[config.mk]
export PLATFORM = sky130hd
export DESIGN_NAME = instr_fetch_decode
export DESIGN_NICKNAME = d
export VERILOG_FILES = /design/src/rtl/instr_fetch_decode.sv
export SDC_FILE = /design/constraint.sdc
export NUM_CORES = 1
export LEC_CHECK = 0
export ABC_AREA = 1
export CELL_PAD_IN_SITES_DETAIL_PLACEMENT = 1
export CELL_PAD_IN_SITES_GLOBAL_PLACEMENT = 1
export CORE_AREA = 2 2 140 142
export CTS_CLUSTER_SIZE = 10
export DETAILED_ROUTE_END_ITERATION = 6
export DIE_AREA = 0 0 142 144
export PLACE_DENSITY = 0.85
export SYNTH_ARGS = -nofsm -noshare
export SYNTH_HDL_FRONTEND = slang
export SYNTH_SLANG_ARGS = --single-unit
[constraint.sdc]
create_clock -name clk -period 18.1 [get_ports clk]
set_clock_uncertainty 0.15 [all_clocks]
set_input_delay 5.43 -clock clk [delete_from_list [all_inputs] [get_ports clk]]
set_output_delay 5.43 -clock clk [all_outputs]
set_load 0.02 [all_outputs]
[src/rtl/instr_fetch_decode.sv]
// Fetch/decode front end: fetches one word over a req/ack port, then decodes RV32I
// into the 7-bit ALUSEL control word plus register and immediate fields.
module instr_fetch_decode #(
  parameter int TIMEOUT = 15,
  parameter int CNT_W   = 8
) (
  input  logic             clk,
  input  logic             rst,
  input  logic             PC_en,
  input  logic             ID_en,
  input  logic [31:0]      pc_in,
  output logic             imem_req,
  output logic [31:0]      imem_addr,
  input  logic             imem_ack,
  input  logic [31:0]      imem_rdata,
  output logic [6:0]       ALUSEL,
  output logic [4:0]       rs1,
  output logic [4:0]       rs2,
  output logic [4:0]       rd,
  output logic [2:0]       funct3,
  output logic             funct7_5,
  output logic [31:0]      imm,
  output logic             auipc,
  output logic             illegal,
  output logic             fetch_err,
  output logic [CNT_W-1:0] illegal_cnt,
  output logic [1:0]       state_dbg
);

  typedef enum logic [1:0] {IDLE = 2'd0, FETCH = 2'd1, HOLD = 2'd2} state_t;

  state_t      state, state_nxt;
  logic [7:0]  timer, timer_nxt;
  logic [31:0] ir, ir_nxt;
  logic        ir_valid, ir_valid_nxt;
  logic        req_nxt;
  logic [31:0] addr_nxt;
  logic        timeout_hit;
  logic        ack_take;

  // imem handshake: imem_req stays high from the cycle after PC_en until imem_ack
  // is sampled in FETCH (or the timer expires); imem_ack is a one-cycle strobe
  // qualifying imem_rdata and is only honoured while in FETCH.
  assign ack_take  = (state == FETCH) && imem_ack && !PC_en;
  assign state_dbg = state;

  always_ff @(posedge clk or posedge rst) begin
    if (rst) begin
      state     <= IDLE;
      timer     <= '0;
      ir        <= '0;
      ir_valid  <= 1'b0;
      imem_req  <= 1'b0;
      imem_addr <= '0;
    end else begin
      state     <= state_nxt;
      timer     <= timer_nxt;
      ir        <= ir_nxt;
      ir_valid  <= ir_valid_nxt;
      imem_req  <= req_nxt;
      imem_addr <= addr_nxt;
    end
  end

  always_comb begin
    state_nxt    = state;
    timer_nxt    = timer;
    ir_nxt       = ir;
    ir_valid_nxt = ir_valid;
    req_nxt      = imem_req;
    addr_nxt     = imem_addr;
    timeout_hit  = 1'b0;
    if (PC_en) begin
      addr_nxt     = pc_in;
      req_nxt      = 1'b1;
      ir_valid_nxt = 1'b0;
      timer_nxt    = '0;
      state_nxt    = FETCH;
    end else if (state == FETCH) begin
      if (imem_ack) begin
        ir_nxt       = imem_rdata;
        ir_valid_nxt = 1'b1;
        req_nxt      = 1'b0;
        state_nxt    = HOLD;
      end else if (timer == 8'(TIMEOUT - 1)) begin
        req_nxt     = 1'b0;
        timeout_hit = 1'b1;
        state_nxt   = IDLE;
      end else begin
        timer_nxt = timer + 8'd1;
      end
    end
  end

  // Decode source: an ack arriving with ID_en is decoded directly.
  logic [31:0] src;
  logic [31:0] imm_i, imm_s, imm_b, imm_u, imm_j;
  logic [6:0]  dec_alusel;
  logic [31:0] dec_imm;
  logic        dec_auipc;
  logic        dec_illegal;

  assign src   = ack_take ? imem_rdata : ir;
  assign imm_i = {{20{src[31]}}, src[31:20]};
  assign imm_s = {{20{src[31]}}, src[31:25], src[11:7]};
  assign imm_b = {{19{src[31]}}, src[31], src[7], src[30:25], src[11:8], 1'b0};
  assign imm_u = {src[31:12], 12'd0};
  assign imm_j = {{11{src[31]}}, src[31], src[19:12], src[20], src[30:21], 1'b0};

  always_comb begin
    dec_alusel  = '0;
    dec_imm     = '0;
    dec_auipc   = 1'b0;
    dec_illegal = 1'b0;
    case (src[6:0])
      7'b0110011: dec_alusel = 7'b0000001;
      7'b0010011: begin dec_alusel = 7'b0100001; dec_imm = imm_i; end
      7'b0000011: begin dec_alusel = 7'b0101101; dec_imm = imm_i; end
      7'b0100011: begin dec_alusel = 7'b0111001; dec_imm = imm_s; end
      7'b1100011: begin dec_alusel = 7'b1000000; dec_imm = imm_b; end
      7'b1101111: begin dec_alusel = 7'b1100011; dec_imm = imm_j; end
      7'b1100111: begin dec_alusel = 7'b1100011; dec_imm = imm_i; end
      7'b0110111: begin dec_alusel = 7'b0100111; dec_imm = imm_u; end
      7'b0010111: begin dec_alusel = 7'b0100001; dec_imm = imm_u; dec_auipc = 1'b1; end
      default:    dec_illegal = 1'b1;
    endcase
  end

  always_ff @(posedge clk or posedge rst) begin
    if (rst) begin
      ALUSEL      <= '0;
      rs1         <= '0;
      rs2         <= '0;
      rd          <= '0;
      funct3      <= '0;
      funct7_5    <= 1'b0;
      imm         <= '0;
      auipc       <= 1'b0;
      illegal     <= 1'b0;
      fetch_err   <= 1'b0;
      illegal_cnt <= '0;
    end else begin
      illegal   <= 1'b0;
      fetch_err <= timeout_hit;
      if (ID_en) begin
        if ((ack_take || ir_valid) && !dec_illegal) begin
          ALUSEL   <= dec_alusel;
          rs1      <= src[19:15];
          rs2      <= src[24:20];
          rd       <= src[11:7];
          funct3   <= src[14:12];
          funct7_5 <= src[30];
          imm      <= dec_imm;
          auipc    <= dec_auipc;
        end else begin
          // Unknown opcode or nothing fetched: NOP with cleared fields.
          ALUSEL   <= '0;
          rs1      <= '0;
          rs2      <= '0;
          rd       <= '0;
          funct3   <= '0;
          funct7_5 <= 1'b0;
          imm      <= '0;
          auipc    <= 1'b0;
          if (ack_take || ir_valid) begin
            illegal <= 1'b1;
            if (illegal_cnt != {CNT_W{1'b1}})
              illegal_cnt <= illegal_cnt + 1'b1;
          end else begin
            fetch_err <= 1'b1;
          end
        end
      end
    end
  end

endmodule

# Word-level counts from Yosys, hierarchy flattened
# Cells that the tools add are included.
word_totals:
  elab_cells: 90
  regBits: 145
  out_inout_bits: 104
  in_bits: 69
op_classes:
  bitwise_logic: 2
  add_sub_neg: 2
  eq_ne: 14
  n_mux: 37
  reduce_logical: 18
op_table:
  columns: ["op", "count"]
  rows:
  - ["one-hot mux 32 bit (5 select lines)", 1]
  - ["two-way mux 32 bit", 2]
  - ["one-hot mux 7 bit (7 select lines)", 1]
  - ["two-way mux 8 bit", 4]
  - ["== test 7 x 6 -> 1 bit, second input constant", 3]
  - ["== test 7 bit, second input constant", 3]
  - ["two-way mux 1 bit", 20]
  - ["adder 8 x 1 -> 8 bit, second input constant", 2]
  - ["two-way mux 5 bit", 3]
  - ["== test 7 x 5 -> 1 bit, second input constant", 2]
  - ["OR reduction 9 bit", 1]
  - ["== test 8 x 4 -> 1 bit, second input constant", 1]
  - ["two-way mux 2 bit", 4]
  - ["inequality test 8 bit, second input constant", 1]
  - ["== test 7 x 2 -> 1 bit, second input constant", 1]
  - ["two-way mux 7 bit", 1]
  - ["AND reduction 3 bit", 2]
  - ["OR reduction 2 bit", 3]
  - ["inequality test 2 bit, second input constant", 2]
  - ["AND reduction 2 bit", 2]
  - ["AND reduction 4 bit", 1]
  - ["nonzero test 2 bit", 2]
  - ["logical AND 1 bit", 3]
  - ["two-way mux 3 bit", 1]
  - ["6 further kinds", 7]

# Longest topological paths before layout
# Gate-level depths: netlist (run 1).
logic_depth:
  depth_word: 9
  depth_mapped: 17
  depth_no_buf: 15

# Least setup slack after synthesis (run 1)
# No wires, ideal clock.
synth_path:
  path_type: "input to register"
  start: "in imem_ack"
  end: "reg imm[20]"
  t_required_ns: 17.833
  path_buffers: 2
  setup_ns: 0.117
  setup_slack_ns: 10.839
  stages: 17
  arrival_time_ns: 6.994
  path_cell_list: "inv_2 nor2_4 nand2_2 buf_6 nand2_1 nand2_2 nand2_2 nor2_1 nand2_1 nand2_1 nor2_4 nand2_8 nand2_8 nor2_8 buf_6 nand2_1 nand2_1"
synth_via:
  elab_chain_len: 7
  elab_cells_between_ends: 19
  classes_between: "eq/ne (9); mux (3); reduce/logical (7)"
synth_lines:
  columns: ["element", "line_no", "source"]
  rows:
  - ["start: declaration", "14", "input logic imem_ack,"]
  - ["logical AND 1 bit * (2 in a row)", "44", "assign ack_take = (state == FETCH) && imem_ack && !PC_en;"]
  - ["two-way mux 32 bit", "103", "assign src = ack_take ? imem_rdata : ir;"]
  - ["== test 7 bit (tied with other cells)", "115", "case (src[6:0])"]
  - ["OR reduction 3 bit (no line) (tied with other cells)", null, null]
  - ["one-hot mux 32 bit (5 select lines) or logical AND 1 bit (tied branches)", "115, 146", null]
  - ["two-way mux 32 bit *", "146", "if ((ack_take || ir_valid) && !dec_illegal) begin"]
  - ["end signal: assignment", "153", "imm <= dec_imm;"]
  - ["end: declaration", "22", "output logic [31:0] imm,"]
# Every way passes the cells marked *; elsewhere a longest branch is shown, timed or not.
# A chain may end at the register's enable or synchronous reset.

# Final worst setup path (run 1)
layout_path:
  start: "in PC_en"
  end: "reg imm[19]"
layout_via:
  elab_chain_len: 7
  elab_cells_between_ends: 19
  classes_between: "eq/ne (9); mux (3); reduce/logical (7)"
layout_lines:
  columns: ["element", "line_no", "source"]
  rows:
  - ["start: declaration", "9", "input logic PC_en,"]
  - ["logical NOT 1 bit *", "44", null]
  - ["logical AND 1 bit *", "44", null]
  - ["two-way mux 32 bit", "103", null]
  - ["== test 7 bit (tied with other cells)", "115", null]
  - ["OR reduction 3 bit (no line) (tied with other cells)", null, null]
  - ["one-hot mux 32 bit (5 select lines) or logical AND 1 bit (tied branches)", "115, 146", null]
  - ["two-way mux 32 bit *", "146", null]
# Marks and branches as above.

==> results.md, run 1 <==
- EDFF count, synth: 0
- Critical path type: primary input to register
- Hold Vio Cnt, Final: 0
- Final Util: 0.472
- Initial antenna violation count: 1
- Met3 Use GR: 0.0603
- Final Wtd Congestion: 0.847
- Clock sink count: 144
- Total power: 0.896 mW
- RSZ-0062 raised after global routing: false
- Drt drc: 0
- Boundary pin count: 173
- Clock transition at path regs: 70 ps
- Nets: 1022
- Met1 GRT Util: 0.250
- GRT Total Usage: 0.202
- Final ANT Viol Nets: 0
- Cts hold-fix bufs: 0
- LEAKAGE: 4.46 nW
- Final worst-path cycle share: 0.485
- Crit path time final: 8770 ps
- Syn avg cell area: 8.27 µm²
- WP data required: 18270 ps
- Clock buffer depth: 2
- Asr flop ratio synth: 1.00
- Most used DFF post-synth: dfrtp_1
- Area growth from synthesis to layout: 38.6%
- Crit path DAT: 8940 ps
- Maxcap violations: 0
- Most used routing layer: met2
- Seq/Total Area, Yosys: 0.554
- Die span in y: 144 µm
- R2R Setup Slk: 14520 ps
- Seq cells post-synth: 144
- Setup TNS Final: 0 ps
- Total Wirelength: 19700 µm
- Syn_nets: 858
- Largest net degree at the start of global routing: 82
- Initial DRC count: 322
- Grt met2 use: 0.337
- F_max: 114 MHz
- Hpwl dp: 13800 µm
- Peak supply drop: 0.0714 mV
- Final Setup Violations: 0
- YS warnings: 0
- Hold Path Class: register to register
- Pre-CTS setup slack: 8850 ps
- Die W: 142 µm
- Setup bufs post-CTS: 0
- Max Slew Vio Count: 0
- Resized Gates After CTS: 0
- Share of layout cells above drive strength 1: 0.0727
- Port Buffer Count: 172
- Worst-Margin Slew: 1100 ps
- Initial DRT Pass Iterations: 4
- Layout Cells excl Fill: 1201
- Result of the run: finished, final reports clean
- Final Worst Setup Slack: 9330 ps
- Power density cells: 99.5 mW/mm²
- Startpoint types: primary input
- Via Count: 5778
- DR WL/cell: 16.4 µm
- CP max FO: 40
- TritonCTS Buffers: 17
- CTS H-tree lvls: 4
- Unique masters post-synth: 39
- First-pass GRT wire length: 32000 µm
- Worst-Skew Late Latency: 430 ps
- # diodes: 0
- Row count: 51
- Synthesized cell area: 0.00650 mm²
- Syn Inst Count: 786
- CTS tree: built
- GRT overflow: 0
- Die ar.: 0.0204 mm²
- Starting Density: 0.341
- Vias in the first global route: 6189
- Clock Tree Root: clkbuf_16
- Core Region: 0.0191 mm²
- Post-DR vias/cell: 4.81
- Normalized max-slew margin: 0.266
- Kind of end point of the critical path: register
- Placed insts: 1169
==> logic make-up (layout without fill, tap and decap cells) <==
kind of cell	Yosys count	count (layout)	share of synthesized area
AOI/OAI and AO/OA	64	64	0.0558
xor gates and xnor gates	6	6	0.00808
adders and majority gates	3	3	0.00577
buffers and inverters	83	260	0.0531
DFF	144	144	0.554
and+or+nand+nor	486	486	0.323
==> flip-flops by register name, summed over array words and instances, names as in the netlist <==
signal,cells
imem_addr,32
imm,32
ir,32
illegal_cnt,8
timer,8
ALUSEL,7
rd,5
rs1,5
rs2,5
funct3,3
state_dbg,2
auipc,1
fetch_err,1
funct7_5,1
illegal,1
ir_valid,1
==> layout by cell type, fill, tap and decap left out, types with 3 or more instances in the layout <==
| cell | count |
|---|---|
| nand2_1 | 373 |
| clkinv_4 | 5 |
| dfrtp_1 | 144 |
| nor3_1 | 6 |
| clkdlybuf4s50_1 | 172 |
| o211ai_1 | 8 |
| ha_1 | 3 |
| buf_4 | 3 |
| o21ai_0 | 38 |
| inv_2 | 4 |
| a21oi_1 | 5 |
| nand2_2 | 8 |
| xor2_1 | 4 |
| inv_1 | 48 |
| and2_1 | 16 |
| or2_2 | 4 |
| o21ai_1 | 5 |
| nor2_2 | 5 |
| nand3_1 | 28 |
| nor2_1 | 24 |
| nand3b_1 | 4 |
| nand4_1 | 5 |
| clkbuf_16 | 17 |
| nor2_4 | 7 |
| inv_6 | 7 |
==> cells in the mapped netlist (3+ instances only) <==
cell	instances	area, µm²
nor2_1	24	90.1
nor2_2	5	31.3
clkbuf_1	18	67.6
inv_2	3	11.3
nand2_1	373	1400
nor2_4	7	78.8
nor3_1	6	30.0
o211ai_1	8	60.1
buf_6	3	33.8
nand3_1	28	140
nand4_1	5	31.3
inv_1	49	184
dfrtp_1	144	3600
buf_2	6	30.0
or2_2	4	25.0
and2_1	16	100
a21oi_1	5	25.0
nand3b_1	4	30.0
o21ai_1	5	25.0
xor2_1	4	35.0
ha_1	3	37.5
o21ai_0	38	190
nand2_2	8	50.1
==> path summary, 6_finish.rpt <==
| check | from | end | cells after the start |
|---|---|---|---|
| min in group asynchronous | rst | imem_addr[27] | 2 |
| max in group asynchronous | rst | rd[2] | 3 |
| worst min register to register | imem_addr[0] | imem_addr[0] | 2 |
| worst min-delay path | imem_addr[0] | imem_addr[0] | 2 |
| worst max register to register | state_dbg[0] | imm[19] | 13 |
| worst max-delay path | PC_en | imm[19] | 15 |
==> metrics by stage <==
stage          hold WS (ps)  area (µm²)
6_report                323        9010
5_1_grt                 354        9010
4_1_cts                 329        9010
3_5_place_dp            312        8400
3_3_place_gp            302        8400
2_1_floorplan           314        6500
==> routing by layer <==
layer / wire length, µm / part of all wire / vias to the layer above
li1: - / - / 2780
met1: 8520 / 0.43 / 2808
met2: 9560 / 0.49 / 166
met3: 1260 / 0.064 / 24
met4: 330 / 0.017 / 0
met5: 0 / 0 / -
==> final cells by class <==
class | instances | area [µm²]
Fill cell | 2220 | 10100
Sequential cell | 144 | 3600
Multi-Input combinational cell | 559 | 2550
Timing Repair Buffer | 175 | 1740
Clock buffer | 18 | 439
Tap cell | 238 | 298
Inverter | 53 | 204
Clock inverter | 14 | 168
==> critical path, stage by stage <==
cell and delay, ps:
clkdlybuf4s50_1 390, buf_4 270, inv_2 540, nand2_1 140
nor2_2 130, buf_4 320, nand2_1 150, nand2_2 150
nor2_1 60, nand2_1 160, nand3_1 260, o21ai_1 630
nand2_1 130, nand2_1 110, nand2_1 50
==> where the power goes <==
| group | total (mW) | internal [mW] | switching, mW | leakage [nW] |
|---|---|---|---|---|
| clock network | 0.362 | 0.211 | 0.151 | 0.299 |
| logic | 0.166 | 0.0648 | 0.101 | 2.28 |
| registers | 0.369 | 0.352 | 0.0169 | 1.89 |
Note: power is estimated with default switching activity, not from simulation.
==> run 2: changes to the inputs <==
Settings changed: CORE_AREA 2 2 140 142 to 2 2 146 148, DIE_AREA 0 0 142 144 to 0 0 148 150, PLACE_DENSITY 0.85 to 0.82.
Clock period 18.1 ns to 7.2 ns, I/O delays scaled along.
==> run 2 against run 1 <==
Effect of this change: clock power increased to 2.6 times the previous value; hold slack worse by 4.9 ps; largest cell class unchanged; combinational power grew to 2.5 times the previous value; sequential power increased to 2.5 times the previous value.
==> results.md, run 2 (synthesis results as in run 1) <==
- Result of the run: finished, final reports clean
- Via Count: 5791
- Boundary pin count: 173
- Setup TNS Final: 0 ps
- Normalized max-slew margin: 0.434
- Clock buffer depth: 2
- Commonest non-fill, non-tap cells in the layout: nand2_1 (373), clkdlybuf4s50_1 (172), dfrtp_1 (144)
- Hpwl dp: 14200 µm
- Nets: 1024
- Most common cell after layout, fill and taps aside: nand2_1
- R2R Setup Slk: 3660 ps
- Layout Cells excl Fill: 1239
- Cts hold-fix bufs: 0
- CTS tree: built
- Peak supply drop: 0.194 mV
- Leading registers by flop count: imem_addr (32), imm (32), ir (32)
- Fill count: 2433
- Area growth from synthesis to layout: 39.6%
- Initial DRT Pass Iterations: 4
- Startpoint types: primary input
- Resized Gates After CTS: 0
- Final Worst Setup Slack: 1980 ps
- WP data required: 7420 ps
- Worst-Skew Late Latency: 430 ps
- DR WL/cell: 16.3 µm
- Placed insts: 1208
- Initial DRC count: 289
- Total Wirelength: 20200 µm
- Post-DR vias/cell: 4.67
- TritonCTS Buffers: 17
- Hold Vio Cnt, Final: 0
- Die span in y: 150 µm
- Initial antenna violation count: 0
- RSZ-0062 raised after global routing: false
- Final Setup Violations: 0
- Clock sink count: 144
- Pre-CTS setup slack: 1560 ps
- CTS H-tree lvls: 4
- # diodes: 0
- GRT Total Usage: 0.190
- Final ANT Viol Nets: 0
- Kind of end point of the critical path: register
- GRT overflow: 0
- Worst-Margin Slew: 849 ps
- Crit path DAT: 5440 ps
- Max Slew Vio Count: 0
- Clock transition at path regs: 60 ps
- Post-Place Cell Area: 0.00847 mm²
- Hold Path Class: register to register
- Total power: 2.27 mW
- First-pass GRT wire length: 32700 µm
- CP max FO: 40
- Setup bufs post-CTS: 0
- Crit path time final: 5220 ps
- Register area: 0.00360 mm²
- Starting Density: 0.314
- Design Area, Final: 0.00908 mm²
- Final Wtd Congestion: 0.807
- Die ar.: 0.0222 mm²
- Port Buffer Count: 172
- Clock Tree Root: clkbuf_16
- F_max: 192 MHz
- Row count: 53
- Final worst-path cycle share: 0.725
- Die W: 148 µm
- Power density cells: 250 mW/mm²
- Critical path type: primary input to register
- Vias in the first global route: 6041
- Largest net degree at the start of global routing: 95
- LEAKAGE: 4.47 nW
- Area of the multi-input gates: 0.00255 mm²
- Maxcap violations: 0
- Drt drc: 0
- Share of layout cells above drive strength 1: 0.0716
- Core Region: 0.0207 mm²
## run 2: cell count changes in the layout (fill, tap and decap cells not counted), moves of 2 or more
cell        previous run  this run
clkinv_4               5         1
clkinv_2               0         2
clkinvlp_4             0         3
buf_4                  3         5
inv_6                  7         1
clkbuf_8               1         4
## run 2: worst paths after layout
path,from,end,cells after the start
min reg2reg,imem_addr[27],imem_addr[27],2
min,imem_addr[27],imem_addr[27],2
max in group asynchronous,rst,imm[6],3
min in group asynchronous,rst,imem_addr[21],2
max reg2reg,state_dbg[0],illegal_cnt[4],13
max,PC_en,imm[26],18
## run 2: per-stage QoR
stage | hold slack, ps | util
6_report | 318 | 0.439
5_1_grt | 345 | 0.439
4_1_cts | 322 | 0.439
3_5_place_dp | 309 | 0.409
3_3_place_gp | 303 | 0.409
2_1_floorplan | 314 | -
## run 2: cell type report
| cell class | count | area share |
|---|---|---|
| clock buffer | 22 | 0.0533 |
| clock inverter | 9 | 0.0145 |
| inverter | 53 | 0.0225 |
| multi-input combinational | 559 | 0.281 |
| sequential | 144 | 0.397 |
| tap | 275 | 0.0379 |
| timing repair buffer | 177 | 0.194 |
## run 2: worst max-delay path, stage by stage
cell	delay, ps
clkdlybuf4s50_1	510
inv_2	80
buf_4	370
nand2_1	110
nor2_2	110
buf_4	330
nand2_1	150
nand2_2	160
nand2_2	110
nor2_1	150
nand2_1	130
nand2_1	160
nor2_4	90
nand2_8	90
nand2_8	140
nor2_8	340
nand2_1	140
nand2_1	80
## run 2: routing by layer
layer	vias up	track usage	part of all wire
li1	2773	-	-
met1	2837	0.231	0.42
met2	163	0.318	0.49
met3	18	0.0695	0.077
met4	0	0.0552	0.014
met5	-	0	0
## run 2: power by group
part / total (mW) / switching [mW] / internal [mW]
clock network: 0.928 / 0.349 / 0.579
registers: 0.927 / 0.0426 / 0.884
logic: 0.420 / 0.256 / 0.164
total: 2.27 / 0.647 / 1.63
==> run 3: changes to the inputs <==
Settings changed: CORE_AREA 2 2 146 148 to 2 2 140 142, DIE_AREA 0 0 148 150 to 0 0 142 144, PLACE_DENSITY 0.82 to 0.85.
Clock period 7.2 ns to 5.2 ns, I/O delays scaled along.
==> run 3 against run 2 <==
Effect of this change: utilization increased by 3.3 points; final cell count decreased by 2.8%; routed wire length shrank 3.4%; critical path depth is 7 lower.
==> results.md, run 3 (synthesis results as in run 1) <==
- Result of the run: finished, final reports clean
- Final Worst Setup Slack: 775 ps
- RSZ-0062 raised after global routing: false
- Leading registers by flop count: imem_addr (32), imm (32), ir (32)
- Kind of end point of the critical path: register
- Setup TNS Final: 0 ps
- Worst-Skew Late Latency: 430 ps
- Die span in y: 144 µm
- Met1 GRT Util: 0.245
- Sw Pwr: 0.943 mW
- CTS H-tree lvls: 4
- LEAKAGE: 4.46 nW
- Crit path to: imm[19]
- Die W: 142 µm
- Clock buffer depth: 2
- Peak supply drop: 0.253 mV
- Hold Path Class: register to register
- Cts hold-fix bufs: 0
- Int Power: 2.09 mW
- # diodes: 0
- Sequential power share: 0.422
- GRT overflow: 0
- Power density cells: 337 mW/mm²
- Post-Place Cell Area: 0.00844 mm²
- Most common cell after layout, fill and taps aside: nand2_1
- Setup bufs post-CTS: 0
- Final Util: 0.472
- Port Buffer Count: 172
- Via Count: 5833
- Max Slew Vio Count: 0
- Row count: 51
- DR WL/cell: 16.2 µm
- Worst reg2reg path endpoint: imm[19]
- Fill count: 2229
- Post-DR vias/cell: 4.84
- Share of layout cells above drive strength 1: 0.0756
- Worst-Margin Slew: 798 ps
- Area growth from synthesis to layout: 38.5%
- Core Region: 0.0191 mm²
- Drt drc: 0
- Largest net degree at the start of global routing: 145
- FF-to-FF Start: state_dbg[0]
- Final Setup Violations: 0
- Clock sink count: 144
- Initial antenna violation count: 0
- Total Wirelength: 19600 µm
- GRT Total Usage: 0.201
- Critical path type: primary input to register
- WP data required: 5420 ps
- Clock Tree Root: clkbuf_16
- Design Area, Final: 0.00900 mm²
- Grt met2 use: 0.348
- Boundary pin count: 173
- Net Sw Frac: 0.311
- Maxcap violations: 0
- TritonCTS Buffers: 17
- Commonest non-fill, non-tap cells in the layout: nand2_1 (373), clkdlybuf4s50_1 (172), dfrtp_1 (144)
- Starting Density: 0.341
- Normalized max-slew margin: 0.468
- Crit path launch: PC_en
- Gate power share: 0.191
- Resized Gates After CTS: 0
- Clock transition at path regs: 70 ps
- Initial DRT Pass Iterations: 4
- Most used routing layer: met2
- First-pass GRT wire length: 32100 µm
- Crit path DAT: 4640 ps
- Nets: 1025
- CTS tree: built
- Hpwl dp: 13700 µm
- Crit path time final: 4420 ps
- Met3 Use GR: 0.0589
- Startpoint types: primary input
- R2R Setup Slk: 2030 ps
- Vias in the first global route: 6234
- Final worst-path cycle share: 0.851
- F_max: 226 MHz
- Worst r2r path cells: 13
- Die ar.: 0.0204 mm²
- Final Wtd Congestion: 0.822
- Hold Vio Cnt, Final: 0
- CP max FO: 28
- Final ANT Viol Nets: 0
- Clock Power Share: 0.387
- Pre-CTS setup slack: 347 ps
- Initial DRC count: 300
==> run 3: changes by cell type in the layout (fill, tap and decap cells not counted), moves of 2 or more <==
cell       previous run  this run
inv_8                 0         3
bufinv_16             3         0
clkinv_4              1         3
clkbuf_8              4         1
inv_6                 1         3
==> run 3: layout make-up <==
class,instances,area [µm²],area share
Sequential cell,144,3600,0.400
Multi-Input combinational cell,559,2550,0.284
Timing Repair Buffer,178,1780,0.198
Clock buffer,18,439,0.0488
Tap cell,238,298,0.0331
Inverter,53,203,0.0225
Clock inverter,14,128,0.0142
==> run 3: critical path: stages <==
cell	delay, ps
clkdlybuf4s50_1	680
inv_2	150
nand2_1	70
nor2_2	220
buf_4	360
nor2_1	150
nor2_1	590
nand2_8	250
nor2_8	370
nand2_1	130
nand2_1	90
==> run 3: routing by layer <==
metal	vias up	share of wire
met4	0	0.012
met2	150	0.50
met1	2879	0.42
met5	-	0
met3	20	0.062
li1	2784	-
==> run 3: metrics by stage <==
step | hold WS, ps | cells | total power, mW
after floorplan | 314 | 786 | 1.64
after CTS | 323 | 1204 | 3.07
after detailed placement | 307 | 1172 | 1.88
final | 316 | 1204 | 3.04
after global routing | 342 | 1204 | 3.19
after global placement | 302 | 1172 | 1.86
==> run 3: how the worst min path moves through the flow <==
stage	startpoint	endpoint	slack (ps)	cells after the start
after floorplan	ir[26]	ir[26]	310	2
after global placement	imem_addr[0]	imem_addr[0]	300	2
after detailed placement	imem_addr[13]	imem_addr[13]	310	2
after CTS	imem_addr[18]	imem_addr[18]	320	2
after global routing	imem_addr[16]	imem_addr[16]	340	2
final	imem_addr[18]	imem_addr[18]	320	2
==> run 3: power by group through the flow <==
stage	clock, mW	combinational, mW	sequential (mW)
3_5_place_dp	0	0.581	1.30
5_1_grt	1.25	0.646	1.29
3_3_place_gp	0	0.562	1.30
6_report	1.18	0.580	1.28
2_1_floorplan	0	0.297	1.34
4_1_cts	1.20	0.588	1.28
